[src/rtl/fpu_f2i_writeback_if.sv]
// Converter-result / register-file writeback / fflags CSR signal bundle.
interface fpu_f2i_writeback_if #(
  parameter int RD_WIDTH = 5,
  parameter int FFLAGS_W = 5
);
  logic                f2i_valid;
  logic                f2i_ready;
  logic [31:0]         f2i_int;
  logic                f2i_invalid;
  logic                f2i_inexact;
  logic [RD_WIDTH-1:0] f2i_rd;
  logic                wb_valid;
  logic                wb_ready;
  logic [31:0]         wb_data;
  logic [RD_WIDTH-1:0] wb_rd;
  logic                csr_fflags_we;
  logic [FFLAGS_W-1:0] csr_fflags_wdata;
  logic [FFLAGS_W-1:0] fflags;
  logic [1:0]          wb_count;

  // Upstream/environment side: produces results, consumes writebacks.
  modport master (
    output f2i_valid, f2i_int, f2i_invalid, f2i_inexact, f2i_rd,
    output wb_ready, csr_fflags_we, csr_fflags_wdata,
    input  f2i_ready, wb_valid, wb_data, wb_rd, fflags, wb_count
  );

  // Writeback stage side.
  modport slave (
    input  f2i_valid, f2i_int, f2i_invalid, f2i_inexact, f2i_rd,
    input  wb_ready, csr_fflags_we, csr_fflags_wdata,
    output f2i_ready, wb_valid, wb_data, wb_rd, fflags, wb_count
  );
endinterface

[src/rtl/fpu_f2i_writeback.sv]
// Float-to-int writeback stage: 2-entry result FIFO toward the integer
// register file plus sticky fflags accumulation (NV/NX) with CSR overwrite.
module fpu_f2i_writeback #(
  parameter int RD_WIDTH = 5,
  parameter int FFLAGS_W = 5
) (
  input  logic                  clk,
  input  logic                  rst_l,
  fpu_f2i_writeback_if.slave    bus
);

  logic [31:0]         data_mem [2];
  logic [RD_WIDTH-1:0] rd_mem   [2];
  logic                wr_ptr;
  logic                rd_ptr;
  logic [1:0]          count;
  logic [FFLAGS_W-1:0] flags;

  logic                ready;
  logic                accept;
  logic                push;
  logic                pop;
  logic [FFLAGS_W-1:0] acc;

  // Handshake decode; ready looks only at registered occupancy (no full bypass).
  always_comb begin
    ready  = rst_l & (count != 2'd2);
    accept = bus.f2i_valid & ready;
    push   = accept & (bus.f2i_rd != '0);
    pop    = (count != 2'd0) & bus.wb_ready;
    acc    = '0;
    if (accept) begin
      acc[FFLAGS_W-1] = bus.f2i_invalid;
      acc[0]          = bus.f2i_inexact;
    end
  end

  // FIFO storage and pointers; rd==0 results are dropped before the push.
  always_ff @(posedge clk) begin
    if (!rst_l) begin
      for (int unsigned i = 0; i < 2; i++) begin
        data_mem[i] <= '0;
        rd_mem[i]   <= '0;
      end
      wr_ptr <= 1'b0;
      rd_ptr <= 1'b0;
      count  <= '0;
    end else begin
      if (push) begin
        data_mem[wr_ptr] <= bus.f2i_int;
        rd_mem[wr_ptr]   <= bus.f2i_rd;
        wr_ptr           <= ~wr_ptr;
      end
      if (pop) begin
        rd_ptr <= ~rd_ptr;
      end
      case ({push, pop})
        2'b10:   count <= count + 2'd1;
        2'b01:   count <= count - 2'd1;
        default: count <= count;
      endcase
    end
  end

  // Sticky flags; an accept in the CSR-write cycle is ordered after the write.
  always_ff @(posedge clk) begin
    if (!rst_l) begin
      flags <= '0;
    end else if (bus.csr_fflags_we) begin
      flags <= bus.csr_fflags_wdata | acc;
    end else begin
      flags <= flags | acc;
    end
  end

  assign bus.f2i_ready = ready;
  assign bus.wb_valid  = (count != 2'd0);
  assign bus.wb_data   = data_mem[rd_ptr];
  assign bus.wb_rd     = rd_mem[rd_ptr];
  assign bus.wb_count  = count;
  assign bus.fflags    = flags;

endmodule
[src/flat_wrapper.sv]
// flat-port wrapper written by rule: the top's interface ports become plain ports
module fpu_f2i_writeback_flat 
#(
  parameter int RD_WIDTH = 5,
  parameter int FFLAGS_W = 5
)
  (clk, rst_l, bus_f2i_valid, bus_f2i_int, bus_f2i_invalid, bus_f2i_inexact, bus_f2i_rd, bus_wb_ready, bus_csr_fflags_we, bus_csr_fflags_wdata, bus_f2i_ready, bus_wb_valid, bus_wb_data, bus_wb_rd, bus_fflags, bus_wb_count);
  fpu_f2i_writeback_if #(.RD_WIDTH(RD_WIDTH), .FFLAGS_W(FFLAGS_W)) bus_i ();
  input  logic clk;
  input  logic rst_l;
  input wire logic [$bits(bus_i.f2i_valid)-1:0] bus_f2i_valid;
  input wire logic [$bits(bus_i.f2i_int)-1:0] bus_f2i_int;
  input wire logic [$bits(bus_i.f2i_invalid)-1:0] bus_f2i_invalid;
  input wire logic [$bits(bus_i.f2i_inexact)-1:0] bus_f2i_inexact;
  input wire logic [$bits(bus_i.f2i_rd)-1:0] bus_f2i_rd;
  input wire logic [$bits(bus_i.wb_ready)-1:0] bus_wb_ready;
  input wire logic [$bits(bus_i.csr_fflags_we)-1:0] bus_csr_fflags_we;
  input wire logic [$bits(bus_i.csr_fflags_wdata)-1:0] bus_csr_fflags_wdata;
  output wire logic [$bits(bus_i.f2i_ready)-1:0] bus_f2i_ready;
  output wire logic [$bits(bus_i.wb_valid)-1:0] bus_wb_valid;
  output wire logic [$bits(bus_i.wb_data)-1:0] bus_wb_data;
  output wire logic [$bits(bus_i.wb_rd)-1:0] bus_wb_rd;
  output wire logic [$bits(bus_i.fflags)-1:0] bus_fflags;
  output wire logic [$bits(bus_i.wb_count)-1:0] bus_wb_count;
  assign bus_i.f2i_valid = bus_f2i_valid;
  assign bus_i.f2i_int = bus_f2i_int;
  assign bus_i.f2i_invalid = bus_f2i_invalid;
  assign bus_i.f2i_inexact = bus_f2i_inexact;
  assign bus_i.f2i_rd = bus_f2i_rd;
  assign bus_i.wb_ready = bus_wb_ready;
  assign bus_i.csr_fflags_we = bus_csr_fflags_we;
  assign bus_i.csr_fflags_wdata = bus_csr_fflags_wdata;
  assign bus_f2i_ready = bus_i.f2i_ready;
  assign bus_wb_valid = bus_i.wb_valid;
  assign bus_wb_data = bus_i.wb_data;
  assign bus_wb_rd = bus_i.wb_rd;
  assign bus_fflags = bus_i.fflags;
  assign bus_wb_count = bus_i.wb_count;
  fpu_f2i_writeback #(.RD_WIDTH(RD_WIDTH), .FFLAGS_W(FFLAGS_W)) u_core (.clk(clk), .rst_l(rst_l), .bus(bus_i));
endmodule
[config.mk]
export PLATFORM = sky130hd
export DESIGN_NAME = fpu_f2i_writeback_flat
export DESIGN_NICKNAME = d
export VERILOG_FILES = /design/src/rtl/fpu_f2i_writeback_if.sv /design/src/rtl/fpu_f2i_writeback.sv /design/src/flat_wrapper.sv
export SDC_FILE = /design/constraint.sdc
export NUM_CORES = 1
export LEC_CHECK = 0
export BUFFER_PORTS_ARGS = -buffer_cell sky130_fd_sc_hd__buf_2
export CAP_MARGIN = 20
export CELL_PAD_IN_SITES_DETAIL_PLACEMENT = 1
export CELL_PAD_IN_SITES_GLOBAL_PLACEMENT = 1
export CORE_UTILIZATION = 39
export CTS_CLUSTER_DIAMETER = 120
export DETAILED_ROUTE_END_ITERATION = 10
export GPL_TIMING_DRIVEN = 0
export PLACE_DENSITY = 0.77
export SYNTH_ARGS = -nofsm -noshare
export SYNTH_HDL_FRONTEND = slang
export SYNTH_SLANG_ARGS = --single-unit
[constraint.sdc]
create_clock -name clk -period 3.5 [get_ports clk]
set_input_delay 0.35 -clock clk [delete_from_list [all_inputs] [get_ports clk]]
set_output_delay 0.35 -clock clk [all_outputs]
set_load 0.03 [all_outputs]
==> results of run 1 <==
[worst reg2reg max path, cell delays in order (launching register included)]
cell      delay (ns)
dfxtp_1         0.37
clkbuf_1        0.34
and3_4          0.33
nand2b_2        0.38
buf_12          0.25
[metal layers]
metal | wire length [µm] | track usage (%)
met4 | 66 | 3.73
met5 | 0 | 0
met1 | 3090 | 17.7
met2 | 3830 | 28.6
met3 | 424 | 4.85
[power by group]
group / switching [W] / leakage (nW) / internal, W
registers: 0.0000444 / 0.857 / 0.00122
clock network: 0.000329 / 0.0807 / 0.000247
logic: 0.000564 / 0.982 / 0.000348
[kinds of logic after synthesis]
family,synth area share [%]
buffers and inverters,2.77
multiplexers,12.9
flip-flops,65.5
XOR/XNOR,0.711
AO/OA/AOI/OAI,1.90
adder cells (fa/ha/maj),0.338
AND/OR/NAND/NOR,15.9
[sequential cells by signal, indices dropped and copies added (netlist names), named ones only]
| signal | flops |
|---|---|
| u_core.bus.fflags | 5 |
| u_core.data_mem | 64 |
| u_core.wr_ptr | 1 |
| u_core.rd_mem | 10 |
| u_core.rd_ptr | 1 |
| u_core.bus.wb_count | 2 |
[through the flow]
step / util [%] / setup WS (ns) / instances / total power [W] / area, µm²
finish: 49.0 / 1.39 / 467 / 0.00276 / 4510
global route: 49.0 / 1.26 / 467 / 0.00289 / 4510
CTS: 49.0 / 1.32 / 467 / 0.00280 / 4510
detailed placement: 47.4 / 1.49 / 453 / 0.00222 / 4360
global placement: 46.8 / -0.611 / 451 / 0.00219 / 4300
floorplan: - / 0.410 / 247 / 0.00195 / 3700
[cells in the mapped netlist, drive strengths merged, types with 2 or more instances]
library cell and count:
clkbuf 3, and2 71, nand2 5, mux2i 6, nor2 2, edfxtp 74, o21ai 2, dfxtp 10
a21boi 3, mux2 37, xnor2 3, buf 10, nor2b 5, and3 6
[cell usage in the layout (no fill, tap or decap), types with 2 or more instances in the layout]
cell,netlist,final
buf_2,4,97
edfxtp_1,74,74
and2_1,71,71
mux2_2,37,37
dfxtp_1,10,10
clkbuf_8,0,9
buf_6,6,6
mux2i_1,6,6
nand2_1,5,5
nor2b_1,5,5
and3_1,5,5
clkbuf_1,3,3
xnor2_1,3,3
clkinv_2,0,3
nor2_1,2,2
a21boi_0,2,2
buf_12,0,2
[layout make-up]
| type | instances | area, µm² |
|---|---|---|
| fillers | 972 | 4690 |
| flip-flops and latches | 84 | 2420 |
| multi-input cells | 149 | 1190 |
| repair buffers | 95 | 505 |
| well taps | 111 | 139 |
| clock buffers | 9 | 124 |
| plain buffers | 13 | 98.8 |
| clock inverters | 5 | 31.3 |
| inverters | 1 | 3.75 |
[worst paths after layout]
path	start	end	slack [ns]
worst min register to register	u_core.bus.fflags[1]	u_core.bus.fflags[1]	0.53
worst min-delay path	bus_f2i_inexact	u_core.bus.fflags[0]	0.27
worst max-delay path	flop	bus_wb_data[10]	1.39
worst max register to register	u_core.wr_ptr	u_core.data_mem[1][13]	1.52
==> impl_metrics.yaml, run 1 <==
global_route:
  grt_usage_pct: 15.6
  antenna_found_initial: 1
  grt_max_degree: 26
  overflow: 0
  grt_pass1_vias: 2353
  grt_pass1_wl_um: 11500
sta:
  worst_pin_slew_ns: 0.504
  hold_slack_ns: 0.268
  rsz0062_at_grt: "no"
  fin_setup_tns_ns: 0
  setup_viol: 0
  post-route-period-util_pct: 60.4
  period_needed_ns: 2.11
  drv_slew: 0
  hold_violations: 0
  fmax_mhz: 473
  finClkSkew_ns: 0.00720
  slew_headroom_pct: 66.3
detailed_routing:
  wire_per_inst_um: 15.9
  vias: 2265
  drt_iter0_markers: 51
  drt-pass1-iter-count: 4
  ant_nets: 0
  routed_wl_um: 7410
  vias_per_cell: 4.85
  route.detailed.drc: 0
power:
  ir_drop_mv: 0.334
  power.density_nw_per_um2: 611
  leakage_nw: 1.92
status:
  outcome: "complete, no violations"
yosys:
  synth-async-reset-ratio_pct: 0
  synthTopCellsByArea: "edfxtp_1 60%, and2_1 12%, mux2_2 11%"
  synth_top_area_share_pct: 60.1
  ys_seq_area_share_pct: 65.5
  syn_inst: 247
  yosys.area.top_type: "edfxtp_1"
  synth_cell_types: 27
  synth_edf_count: 74
  synthesis.nets: 297
  ys.warnings.count: 0
  yosys_most_used_dff: "edfxtp_1"
  synth_seq_cells: 84
  synth_area_per_cell_um2: 15.0
  netlist_area_um2: 3700
clock_network:
  clk_path_buf_depth: 2
  cts_resized: 0
  post_cts.repair.setup_buffers: 0
  path_clk_slew_ns: 0.08
  cts_buffers: 9
  cts_num_sinks: 84
  cts_root_buf: "clkbuf_8"
  cts_tree: "done"
  clock_latency_ns: 0.34
  htreeDepth: 3
  cts_hold_buf: 0
hold_path:
  min_path_type: "input port to flop"
  hold_depth: 3
floorplanning:
  die_y_um: 99.4
  core_um2: 9200
  initial_core_util_pct: 40.2
  io_pins: 95
  die_area_um2: 9870
  die_w_um: 99.4
  rows: 35
setup_path:
  crit_type: "flop to output pin"
  cp.depth: 4
  cp_common_cell: "buf_2"
  crit_buf_inv: 3
  end_kind: "output pin"
  path_cells: "buf_2 > buf_2 > mux2_2 > buf_2"
  critPathTopFamily: "buffers and inverters"
  critPathRequiredTime_ns: 3.15
  cp.arrival_ns: 1.76
  cp_max_fo: 10
  max_stage_delay_ns: 0.38
  start_kind: "flop"
  r2r_cells: 4
  crit_slowest_cell: "mux2_2"
layout:
  synthToLayoutAreaGrowth_pct: 22.0
  drive_gt1_share_pct: 46.1
  fin_nets: 403
  antennaDiodeCount: 0
placed_design:
  portBuffers: 93
  dp_hpwl_um: 5350
  place.gp.congestion: 0.660
flow_run:
  drv_cap: 0
Power figures use the tool's default switching activity.
==> run 2: changes to the inputs <==
--- a/config.mk
+++ b/config.mk
@@ -9,11 +9,11 @@
 export CAP_MARGIN = 20
 export CELL_PAD_IN_SITES_DETAIL_PLACEMENT = 1
 export CELL_PAD_IN_SITES_GLOBAL_PLACEMENT = 1
-export CORE_UTILIZATION = 39
+export CORE_UTILIZATION = 43
 export CTS_CLUSTER_DIAMETER = 120
 export DETAILED_ROUTE_END_ITERATION = 10
 export GPL_TIMING_DRIVEN = 0
-export PLACE_DENSITY = 0.77
+export PLACE_DENSITY = 0.81
 export SYNTH_ARGS = -nofsm -noshare
 export SYNTH_HDL_FRONTEND = slang
 export SYNTH_SLANG_ARGS = --single-unit
==> constraint.sdc (replaced) <==
create_clock -name clk -period 2 [get_ports clk]
set_input_delay 0.2 -clock clk [delete_from_list [all_inputs] [get_ports clk]]
set_output_delay 0.2 -clock clk [all_outputs]
set_load 0.03 [all_outputs]
==> impl_metrics.yaml, run 2 (synthesized netlist as in run 1, its figures left out) <==
detailed_routing:
  wire_per_inst_um: 16.0
  ant_nets: 0
  drt_iter0_markers: 54
  routed_wl_um: 7470
  route.detailed.drc: 0
  vias: 2278
  drt-pass1-iter-count: 4
  vias_per_cell: 4.88
clock_network:
  path_clk_slew_ns: 0.08
  cts_root_buf: "clkbuf_8"
  htreeDepth: 3
  clk_path_buf_depth: 2
  clock_latency_ns: 0.35
  cts_hold_buf: 0
  cts_num_sinks: 84
  cts_tree: "done"
  cts_buffers: 9
layout:
  layout_common_cells: "93 x buf_2, 74 x edfxtp_1, 71 x and2_1"
  top_register: "u_core.data_mem"
  drive_gt1_share_pct: 46.7
  n_fill_cell: 867
  seqCellArea_um2: 2420
  final_common_cell: "buf_2"
  multi_input_area_um2: 1200
  largest_reg_flops: 64
  synthToLayoutAreaGrowth_pct: 24.1
  antennaDiodeCount: 0
  fin_nets: 407
setup_path:
  max_stage_delay_ns: 0.36
  path_cells: "clkbuf_4 > buf_4 > mux2_2 > buf_2"
  critPathRequiredTime_ns: 1.80
  cp.arrival_ns: 1.65
  start_kind: "flop"
  crit_type: "flop to output pin"
  end_kind: "output pin"
  rrSetupSlack_ns: 0.21
  crit_slowest_cell: "mux2_2"
  cp_max_fo: 10
power:
  finalPower_w: 0.00504
  leakage_nw: 1.95
  power.density_nw_per_um2: 1100
  ir_drop_mv: 0.596
global_route:
  grt_usage_pct: 17.4
  overflow: 0
  grt_pass1_wl_um: 11400
  antenna_found_initial: 0
  grt_pass1_vias: 2386
  grt_max_degree: 38
sta:
  rsz0062_at_grt: "no"
  fmax_mhz: 541
  slew_headroom_pct: 72.0
  hold_slack_ns: 0.105
  setup_viol: 0
  worst_pin_slew_ns: 0.420
  drv_slew: 0
  setup_slack_ns: 0.152
  hold_violations: 0
  period_needed_ns: 1.85
  finClkSkew_ns: 0.00922
  post-route-period-util_pct: 92.4
placed_design:
  place.gp.congestion: 0.692
  post-place-ws_ns: -0.276
  portBuffers: 93
  dp_hpwl_um: 5130
floorplanning:
  die_w_um: 94.7
  core_um2: 8260
  die_y_um: 94.7
  io_pins: 95
  initial_core_util_pct: 44.8
  die_area_um2: 8970
  rows: 33
hold_path:
  min_path_type: "input port to flop"
flow_run:
  drv_cap: 0
status:
  outcome: "complete, no violations"
-- run 2: timing repair --
item | CTS | global route
pin swaps | 0 | 1
gates resized for setup | 4 | 2
buffers inserted | 0 | 4
cloned | 0 | 1
setup endpoints to repair | 67 | 65
-- run 2: final timing paths --
path                          start                      to  cells after the start
min                 bus_f2i_inexact    u_core.bus.fflags[0]                      3
max                            flop         bus_wb_data[27]                      4
max reg2reg  u_core.bus.wb_count[1]  u_core.bus.wb_count[1]                      6
min reg2reg    u_core.bus.fflags[1]    u_core.bus.fflags[1]                      2
-- run 2: final cells by class --
cell class / instances / area share, %
timing repair buffer: 98 / 11.4
sequential: 84 / 52.8
inverter: 1 / 0.0818
clock inverter: 6 / 1.39
tap: 105 / 2.86
buffer: 13 / 2.37
clock buffer: 10 / 2.78
multi-input combinational: 150 / 26.3
-- run 2: stage by stage --
stage	utilization (%)	cell area, µm²	std cells	TNS [ns]
global route	55.5	4590	467	0
detailed placement	52.5	4340	446	-10.16
finish	55.5	4590	467	0
CTS	55.0	4540	462	0
global placement	52.2	4310	445	-18.07
floorplan	-	3710	247	0
-- run 2: critical path: cells and delay by family, from the launching register on --
family	cells	cell delay, ns
mux	1	0.36
flops	1	0.31
buf+inv	3	0.63
-- run 2: routing by layer --
layer | up-vias | wire [µm] | track usage, %
met5 | - | 0 | 0
met2 | 68 | 3900 | 31.6
met4 | 0 | 124 | 8.08
met3 | 10 | 410 | 3.62
met1 | 1106 | 3040 | 19.4
li1 | 1094 | - | -
-- run 2: report_power, final --
group | switching (W) | internal, W
registers | 0.0000820 | 0.00214
logic | 0.000995 | 0.000636
clock network | 0.000601 | 0.000578
==> run 3: changes to the inputs <==
--- a/config.mk
+++ b/config.mk
@@ -9,6 +9,7 @@
 export CAP_MARGIN = 20
 export CELL_PAD_IN_SITES_DETAIL_PLACEMENT = 1
 export CELL_PAD_IN_SITES_GLOBAL_PLACEMENT = 1
+export CORE_ASPECT_RATIO = 0.9
 export CORE_UTILIZATION = 43
 export CTS_CLUSTER_DIAMETER = 120
 export DETAILED_ROUTE_END_ITERATION = 10
==> impl_metrics.yaml, run 3 (synthesized netlist as in run 1, its figures left out) <==
floorplanning:
  core_um2: 8180
  io_pins: 95
  die_w_um: 99.7
  die_y_um: 90.0
  initial_core_util_pct: 45.2
  rows: 31
  die_area_um2: 8970
sta:
  fmax_mhz: 543
  worst_pin_slew_ns: 0.565
  finClkSkew_ns: 0.0118
  post-route-period-util_pct: 92.1
  setup_viol: 0
  hold_violations: 0
  rsz0062_at_grt: "no"
  setup_slack_ns: 0.159
  drv_slew: 0
  period_needed_ns: 1.84
  slew_headroom_pct: 62.3
global_route:
  grt_usage_pct: 17.8
  antenna_found_initial: 0
  overflow: 0
  grt_pass1_vias: 2495
  grt_max_degree: 38
  grt_pass1_wl_um: 12000
clock_network:
  path_clk_slew_ns: 0.09
  htreeDepth: 3
  cts_num_sinks: 84
  clock_latency_ns: 0.35
  cts_root_buf: "clkbuf_8"
  cts_tree: "done"
  cts_buffers: 9
  clk_path_buf_depth: 2
  cts_hold_buf: 0
detailed_routing:
  ant_nets: 0
  wire_per_inst_um: 15.8
  routed_wl_um: 7480
  vias: 2242
  route.detailed.drc: 0
  vias_per_cell: 4.75
  drt-pass1-iter-count: 4
  drt_iter0_markers: 58
setup_path:
  start_kind: "flop"
  critPathRequiredTime_ns: 1.80
  crit_type: "flop to output pin"
  end_kind: "output pin"
  cp_max_fo: 10
  cp.arrival_ns: 1.64
layout:
  layout_common_cells: "93 x buf_2, 74 x edfxtp_1, 71 x and2_1"
  final_common_cell: "buf_2"
  fin_nets: 402
  final_area_um2: 4550
  antennaDiodeCount: 0
  top_register: "u_core.data_mem"
  largest_reg_flops: 64
  drive_gt1_share_pct: 46.2
  final_util_pct: 55.6
  synthToLayoutAreaGrowth_pct: 23.0
placed_design:
  dpl-instance-area_um2: 4340
  place.gp.congestion: 0.719
  dp_hpwl_um: 5240
  portBuffers: 93
  post-place-ws_ns: -0.325
hold_path:
  min_path_type: "input port to flop"
flow_run:
  drv_cap: 0
status:
  outcome: "complete, no violations"
power:
  ir_drop_mv: 0.533
  power.density_nw_per_um2: 1100
  leakage_nw: 1.92
## run 3: cell types whose count changed in the layout (fill, tap and decap cells not counted), sizes merged
cell | previous run | this run
nand2b | 2 | 1
clkinv | 3 | 2
clkinvlp | 1 | 2
buf | 107 | 103
## run 3: final timing paths
check,cells past startpoint,endpoint,slack (ns),from
max,4,bus_wb_data[15],0.16,flop
min,3,u_core.bus.fflags[0],0.09,bus_f2i_inexact
max reg2reg,5,u_core.data_mem[0][15],0.16,u_core.bus.wb_count[1]
min reg2reg,2,u_core.bus.fflags[2],0.52,u_core.bus.fflags[2]
## run 3: report_power, final
group	internal [W]	total [W]	leakage (nW)	switching, W
sequential	0.00214	0.00223	0.857	0.0000806
combinational	0.000621	0.00161	0.977	0.000985
clock	0.000576	0.00119	0.0903	0.000617
## run 3: stage by stage
stage	hold slack (ns)	total power [W]	instances	setup TNS [ns]
floorplan	0.345	0.00342	247	0
global placement	0.451	0.00383	455	-19.51
detailed placement	0.460	0.00388	456	-11.95
CTS	0.0787	0.00508	472	0
global route	0.0924	0.00526	472	0
finish	0.0917	0.00502	472	0
## run 3: final cells by class
class	count	area, µm²
buffer	13	110
fill	839	3640
tap	115	144
inverter	1	3.75
timing repair buffer	94	485
multi-input combinational	149	1190
clock inverter	6	62.6
sequential	84	2420
clock buffer	10	128
## run 3: per-layer routing
layer / global-route usage [%] / wire, µm / vias up
met4: 6.13 / 127 / 0
met5: 0 / 0 / -
li1: - / - / 1088
met1: 19.2 / 3060 / 1083
met3: 4.51 / 328 / 12
met2: 33.2 / 3960 / 59
## run 3: worst max-delay path: stages (launching register included)
cell and delay, ns:
dfxtp_1 0.32, clkbuf_4 0.21, buf_4 0.22, mux2_2 0.36, buf_2 0.18
## run 3: timing repair
action,4_1_cts,5_1_grt
pin swaps,0,1
buffers inserted,0,0
resized for setup,5,1
setup endpoints to repair,51,22
